--- config.mk ---
export PLATFORM = sky130hd
export DESIGN_NAME = enum_walk_arbiter
export DESIGN_NICKNAME = d
export VERILOG_FILES = /design/src/rtl/enum_walk_pkg.sv /design/src/rtl/enum_walk_step.sv /design/src/rtl/enum_walk_arbiter.sv
export SDC_FILE = /design/constraint.sdc
export NUM_CORES = 1
export LEC_CHECK = 0
export CORE_MARGIN = 2
export CORE_UTILIZATION = 50
export DETAILED_ROUTE_END_ITERATION = 8
export GPL_TIMING_DRIVEN = 0
export MAX_ROUTING_LAYER = met4
export PLACE_DENSITY = 0.86
export SLEW_MARGIN = 20
export SYNTH_ARGS = -nofsm -noshare
export SYNTH_HDL_FRONTEND = slang
export SYNTH_SLANG_ARGS = --single-unit
--- constraint.sdc ---
create_clock -name clk -period 5.1 [get_ports clk]
set_input_delay 1.02 -clock clk [delete_from_list [all_inputs] [get_ports clk]]
set_output_delay 1.02 -clock clk [all_outputs]
set_load 0.05 [all_outputs]
--- src/rtl/enum_walk_pkg.sv ---
// Shared types for the family_t enumeration walker:
// member encoding, command codes, FSM states and the member table.
package enum_walk_pkg;

    typedef enum integer {
        father   = 0,
        mother   = 1,
        son0     = 2,
        son1     = 3,
        daughter = 4,
        gerbil   = 5,
        dog0     = 10,
        dog1     = 11,
        dog2     = 12,
        cat3     = 20,
        cat4     = 21,
        cat5     = 22,
        car3     = 30,
        car2     = 31,
        car1     = 32
    } family_t;

    typedef enum logic [2:0] {
        CMD_NOP   = 3'd0,
        CMD_FIRST = 3'd1,
        CMD_LAST  = 3'd2,
        CMD_NEXT  = 3'd3,
        CMD_PREV  = 3'd4
    } cmd_t;

    typedef enum logic {
        S_IDLE,
        S_EXEC
    } state_t;

    localparam int NUM_MEMBERS = 15;
    localparam logic [3:0] LAST_IDX = 4'(NUM_MEMBERS - 1);

    // Ordinal to member value; out-of-range ordinals map to the first member.
    function automatic family_t member_at(input logic [3:0] idx);
        case (idx)
            4'd0:    return father;
            4'd1:    return mother;
            4'd2:    return son0;
            4'd3:    return son1;
            4'd4:    return daughter;
            4'd5:    return gerbil;
            4'd6:    return dog0;
            4'd7:    return dog1;
            4'd8:    return dog2;
            4'd9:    return cat3;
            4'd10:   return cat4;
            4'd11:   return cat5;
            4'd12:   return car3;
            4'd13:   return car2;
            4'd14:   return car1;
            default: return father;
        endcase
    endfunction

endpackage

--- src/rtl/enum_walk_step.sv ---
// Combinational next-state for the enum register: command decode,
// wrap arithmetic and member lookup of the resulting ordinal.
module enum_walk_step
    import enum_walk_pkg::*;
(
    input  logic [3:0]  index,
    input  cmd_t        cmd,
    input  logic        valid,
    output logic [3:0]  index_nx,
    output logic        valid_nx,
    output logic        wrap,
    output logic        reject,
    output logic [31:0] value
);

    always_comb begin
        index_nx = index;
        valid_nx = valid;
        wrap     = 1'b0;
        reject   = 1'b0;
        case (cmd)
            CMD_NOP: begin
            end
            CMD_FIRST: begin
                index_nx = 4'd0;
                valid_nx = 1'b1;
            end
            CMD_LAST: begin
                index_nx = LAST_IDX;
                valid_nx = 1'b1;
            end
            CMD_NEXT: begin
                if (!valid) begin
                    reject = 1'b1;
                end else if (index >= LAST_IDX) begin
                    index_nx = 4'd0;
                    wrap     = 1'b1;
                end else begin
                    index_nx = index + 4'd1;
                end
            end
            CMD_PREV: begin
                if (!valid) begin
                    reject = 1'b1;
                end else if (index == 4'd0) begin
                    index_nx = LAST_IDX;
                    wrap     = 1'b1;
                end else begin
                    index_nx = index - 4'd1;
                end
            end
            default: reject = 1'b1;
        endcase
        // Rejected commands leave index_nx untouched, so value stays put.
        value = 32'(member_at(index_nx));
    end

endmodule

--- src/rtl/enum_walk_arbiter.sv ---
// Two-requester round-robin sequencer for the family_t register:
// grant in S_IDLE, execute and acknowledge on leaving S_EXEC.
module enum_walk_arbiter
    import enum_walk_pkg::*;
#(
    parameter int WRAP_W = 8
) (
    input  logic              clk,
    input  logic              rst,
    input  logic [1:0]        req,
    input  logic [2:0]        cmd0,
    input  logic [2:0]        cmd1,
    output logic [1:0]        ack,
    output logic              err,
    output logic [31:0]       value,
    output logic [3:0]        index,
    output logic              valid,
    output logic [WRAP_W-1:0] wraps
);

    state_t            state_q, state_d;
    logic              gnt_q, gnt_d;
    logic              rr_q, rr_d;
    cmd_t              cmd_q, cmd_d;
    logic [3:0]        index_q, index_d;
    logic              valid_q, valid_d;
    logic [31:0]       value_q, value_d;
    logic [WRAP_W-1:0] wraps_q, wraps_d;
    logic [1:0]        ack_q, ack_d;
    logic              err_q, err_d;

    logic [3:0]  step_index;
    logic        step_valid;
    logic        step_wrap;
    logic        step_reject;
    logic [31:0] step_value;

    enum_walk_step u_step (
        .index    (index_q),
        .cmd      (cmd_q),
        .valid    (valid_q),
        .index_nx (step_index),
        .valid_nx (step_valid),
        .wrap     (step_wrap),
        .reject   (step_reject),
        .value    (step_value)
    );

    always_comb begin
        state_d = state_q;
        gnt_d   = gnt_q;
        rr_d    = rr_q;
        cmd_d   = cmd_q;
        index_d = index_q;
        valid_d = valid_q;
        value_d = value_q;
        wraps_d = wraps_q;
        ack_d   = 2'b00;
        err_d   = 1'b0;
        unique case (state_q)
            S_IDLE: begin
                if (|req) begin
                    gnt_d   = (req == 2'b11) ? rr_q : req[1];
                    rr_d    = ~gnt_d;
                    cmd_d   = cmd_t'(gnt_d ? cmd1 : cmd0);
                    state_d = S_EXEC;
                end
            end
            S_EXEC: begin
                index_d = step_index;
                valid_d = step_valid;
                value_d = step_value;
                if (step_wrap && !(&wraps_q)) begin
                    wraps_d = wraps_q + {{(WRAP_W-1){1'b0}}, 1'b1};
                end
                ack_d   = gnt_q ? 2'b10 : 2'b01;
                err_d   = step_reject;
                state_d = S_IDLE;
            end
            default: state_d = S_IDLE;
        endcase
    end

    always_ff @(posedge clk or posedge rst) begin
        if (rst) begin
            state_q <= S_IDLE;
            gnt_q   <= 1'b0;
            rr_q    <= 1'b0;
            cmd_q   <= CMD_NOP;
            index_q <= 4'd0;
            valid_q <= 1'b0;
            value_q <= 32'd0;
            wraps_q <= '0;
            ack_q   <= 2'b00;
            err_q   <= 1'b0;
        end else begin
            state_q <= state_d;
            gnt_q   <= gnt_d;
            rr_q    <= rr_d;
            cmd_q   <= cmd_d;
            index_q <= index_d;
            valid_q <= valid_d;
            value_q <= value_d;
            wraps_q <= wraps_d;
            ack_q   <= ack_d;
            err_q   <= err_d;
        end
    end

    assign ack   = ack_q;
    assign err   = err_q;
    assign value = value_q;
    assign index = index_q;
    assign valid = valid_q;
    assign wraps = wraps_q;

endmodule

==> metrics.cfg <==
[run_status]
status=complete, no violations

[critical_path]
crit_arrival_ps=1730
crit_path_start_kind=flop
cp_slowest_cell=clkdlybuf4s50_1
ff2ff_path_depth=8
r2r_setup_slack_ps=2480
critPathKind=reg2out
crit_chain=clkdlybuf4s50_1
r2r_start=index[1]
worst_path_dominant_cell_family=buffers and inverters
worst-path-buf-inv=1
r2r_end=value[4]
end_kind=output pin
critical_path_peak_fanout=9
path_depth=1
required_ps=4080
cpPeakStageDelay_ps=870

[yosys]
yosysSeqAreaShare_pct=38.4
synth-main-ff-cell=dfrtp_1
netlist_instances=191
ys_types=57
syn_area_per_cell_sq_um=9.55
yosys-top-cells-count=buf_4, dfrtp_1, nand2_1, nor2_1, inv_1
ys_warn_count=0
yosysTopAreaCell=dfrtp_1
netlist.area_leader.share_pct=38.4
syn_area_sq_um=1820
synth.most_common_cell=buf_4
synth_edf_count=0
ys_ff_latch=28
yosys-top-cells-area=dfrtp_1, buf_4, xnor2_1
synthArstFlopShare_pct=100

[power]
leakage_nw=1.11
power_density_nw_per_um2=531
worst_ir_drop_vdd_mv=0.412

[clock_tree]
path_clk_slew_ps=160
cts_setup_buffers=0
clk_latency_ps=330
htree_num_levels=1
cts_made_buffers=3
cts_tree=built
cts_buffer_depth=2
hold_buffers=0
cts-root-buf=clkbuf_4
cts.sinks=28
cts_resized=0

[sta]
hold_viol=0
fin_crit_sh_pct=53.9
setup_viol=0
slew_viol_final=0
rsz0062_at_grt=no
setup_tns_ps=0
layout_min_cycle_time_ps=2750
fin_skew_ps=11.5
max_slew.worst_pin.slew_ps=597
relSlewSlack_pct=59.8
max_freq_ghz=0.363

[global_routing]
grt_usage_pct=20.4
gr-total-overflow=0
grt_busiest_layer=met2
grt_pass1_vias=1476
grt_first_pass_wirelength_um=6530
grtUsageMet1_pct=28.1
grt_start_max_net_pins=29
grtUsageMet2_pct=30.9
antenna_found_initial=0
grt.met3_usage_pct=1.94

[hold_path]
hold_end=ack[0]
hold_depth=1
hp-start=gnt_q
hp-class=reg2reg

[placed_design]
placed_cell_area_sq_um=2290
io_buffers=31
gp_congestion=0.874
hpwl_um=2730

[detailed_routing]
drtAntennaViolNets=0
wl_per_cell_um=12.4
dr.pass1.iters=4
wl_um=3680
vias=1558
dr.first_iter.drc_count=94
via_per_inst=5.25
drc=0

[die]
coreArea_sq_um=3420
die_area_sq_um=4150
std_cell_rows=21
io_pins=58
die_h_um=64.4
initial_utilization_pct=53.4
die_x_um=64.4

[finish]
seqCellArea_sq_um=701
area_growth_pct=28.2
antenna_cells=0
final_area_sq_um=2340
multi_input_area_sq_um=926
fillerInstances=277
layout-drive-gt1-share_pct=18.7
nets=266

[job]
drv_cap=0

==> through the flow <==
stage | utilization [%] | total power (W) | setup slack [ps] | hold WS [ps] | cells
after floorplan | - | 0.000909 | 2550 | 411 | 216
after global placement | 66.9 | 0.00108 | 2630 | 438 | 293
after detailed placement | 66.9 | 0.00109 | 2550 | 456 | 293
after CTS | 68.5 | 0.00124 | 2360 | 474 | 297
after global routing | 68.5 | 0.00132 | 2300 | 498 | 297
final | 68.5 | 0.00124 | 2350 | 469 | 297
==> placed cells by master (no fill, tap or decap), types with 2 or more instances in the layout <==
master           count
clkbuf_1             3
clkdlybuf4s50_1     31
o21ai_1              3
buf_2                2
nor2_1              12
a222oi_1             3
nand2b_1             2
nor2_2               2
and2_1               3
nand3_1              5
nand4_1              3
inv_1                9
a21o_1               4
clkbuf_4             3
a21oi_1              9
buf_4               29
and4_1               2
nand2_1             12
ha_1                 4
dfrtp_1             28
nor2b_1              2
xnor2_1              6
a31oi_1              4
o21ai_0              5
xor2_1               2
conb_1              26
a211oi_1             3
==> where the power goes <==
part / total, W / leakage, nW / internal (W) / switching [W]
clock: 0.000145 / 0.0279 / 0.0000795 / 0.0000656
combinational: 0.000769 / 0.729 / 0.000282 / 0.000487
sequential: 0.000328 / 0.353 / 0.000279 / 0.0000492
==> area by class of cell <==
class,instances,area share [%]
Tap cell,46,2.46
Buffer,35,10.7
Multi-Input combinational cell,142,39.6
Inverter,11,1.77
Clock buffer,3,0.963
Sequential cell,28,30.0
Timing Repair Buffer,31,13.3
Clock inverter,1,1.28
==> registers in the layout, indices dropped and copies added (netlist names) <==
name	flops
value	6
wraps	8
err	1
state_q	1
rr_q	1
gnt_q	1
index	4
ack	2
cmd_q	3
valid	1
==> worst register-to-register path, stage by stage (launching register included) <==
cell       delay [ps]
dfrtp_1           550
inv_1             180
ha_1              260
or3b_4            260
maj3_2            190
nand3b_2          100
a2111oi_4         530
nor3_1            130
o41ai_1           320
==> kinds of logic after synthesis <==
logic type                 after synthesis  share of synthesized area (%)
AOI/OAI and AO/OA                       49                           21.7
muxes                                    2                           1.17
buffers and inverters                   46                           16.0
and+or+nand+nor                         52                           15.4
DFF                                     28                           38.4
xor gates and xnor gates                 8                           3.84
other                                    1                          0.206
adders and majority gates                5                           3.36
==> worst max-delay path by stage <==
| stage | start | to | slack, ps |
|---|---|---|---|
| floorplan | index[1] | value[0] | 2550 |
| detailed placement | index[1] | value[4] | 2550 |
| finish | index[1] | index[1] | 2350 |
| global placement | index[1] | value[4] | 2630 |
| CTS | index[1] | index[1] | 2360 |
| global route | index[1] | index[1] | 2300 |
==> metal layers <==
metal,vias to the layer above,wire length (um)
met5,-,0
met4,0,63
met3,7,233
met2,63,1710
met1,737,1670
li1,751,-
(Power assumes the default switching activity.)
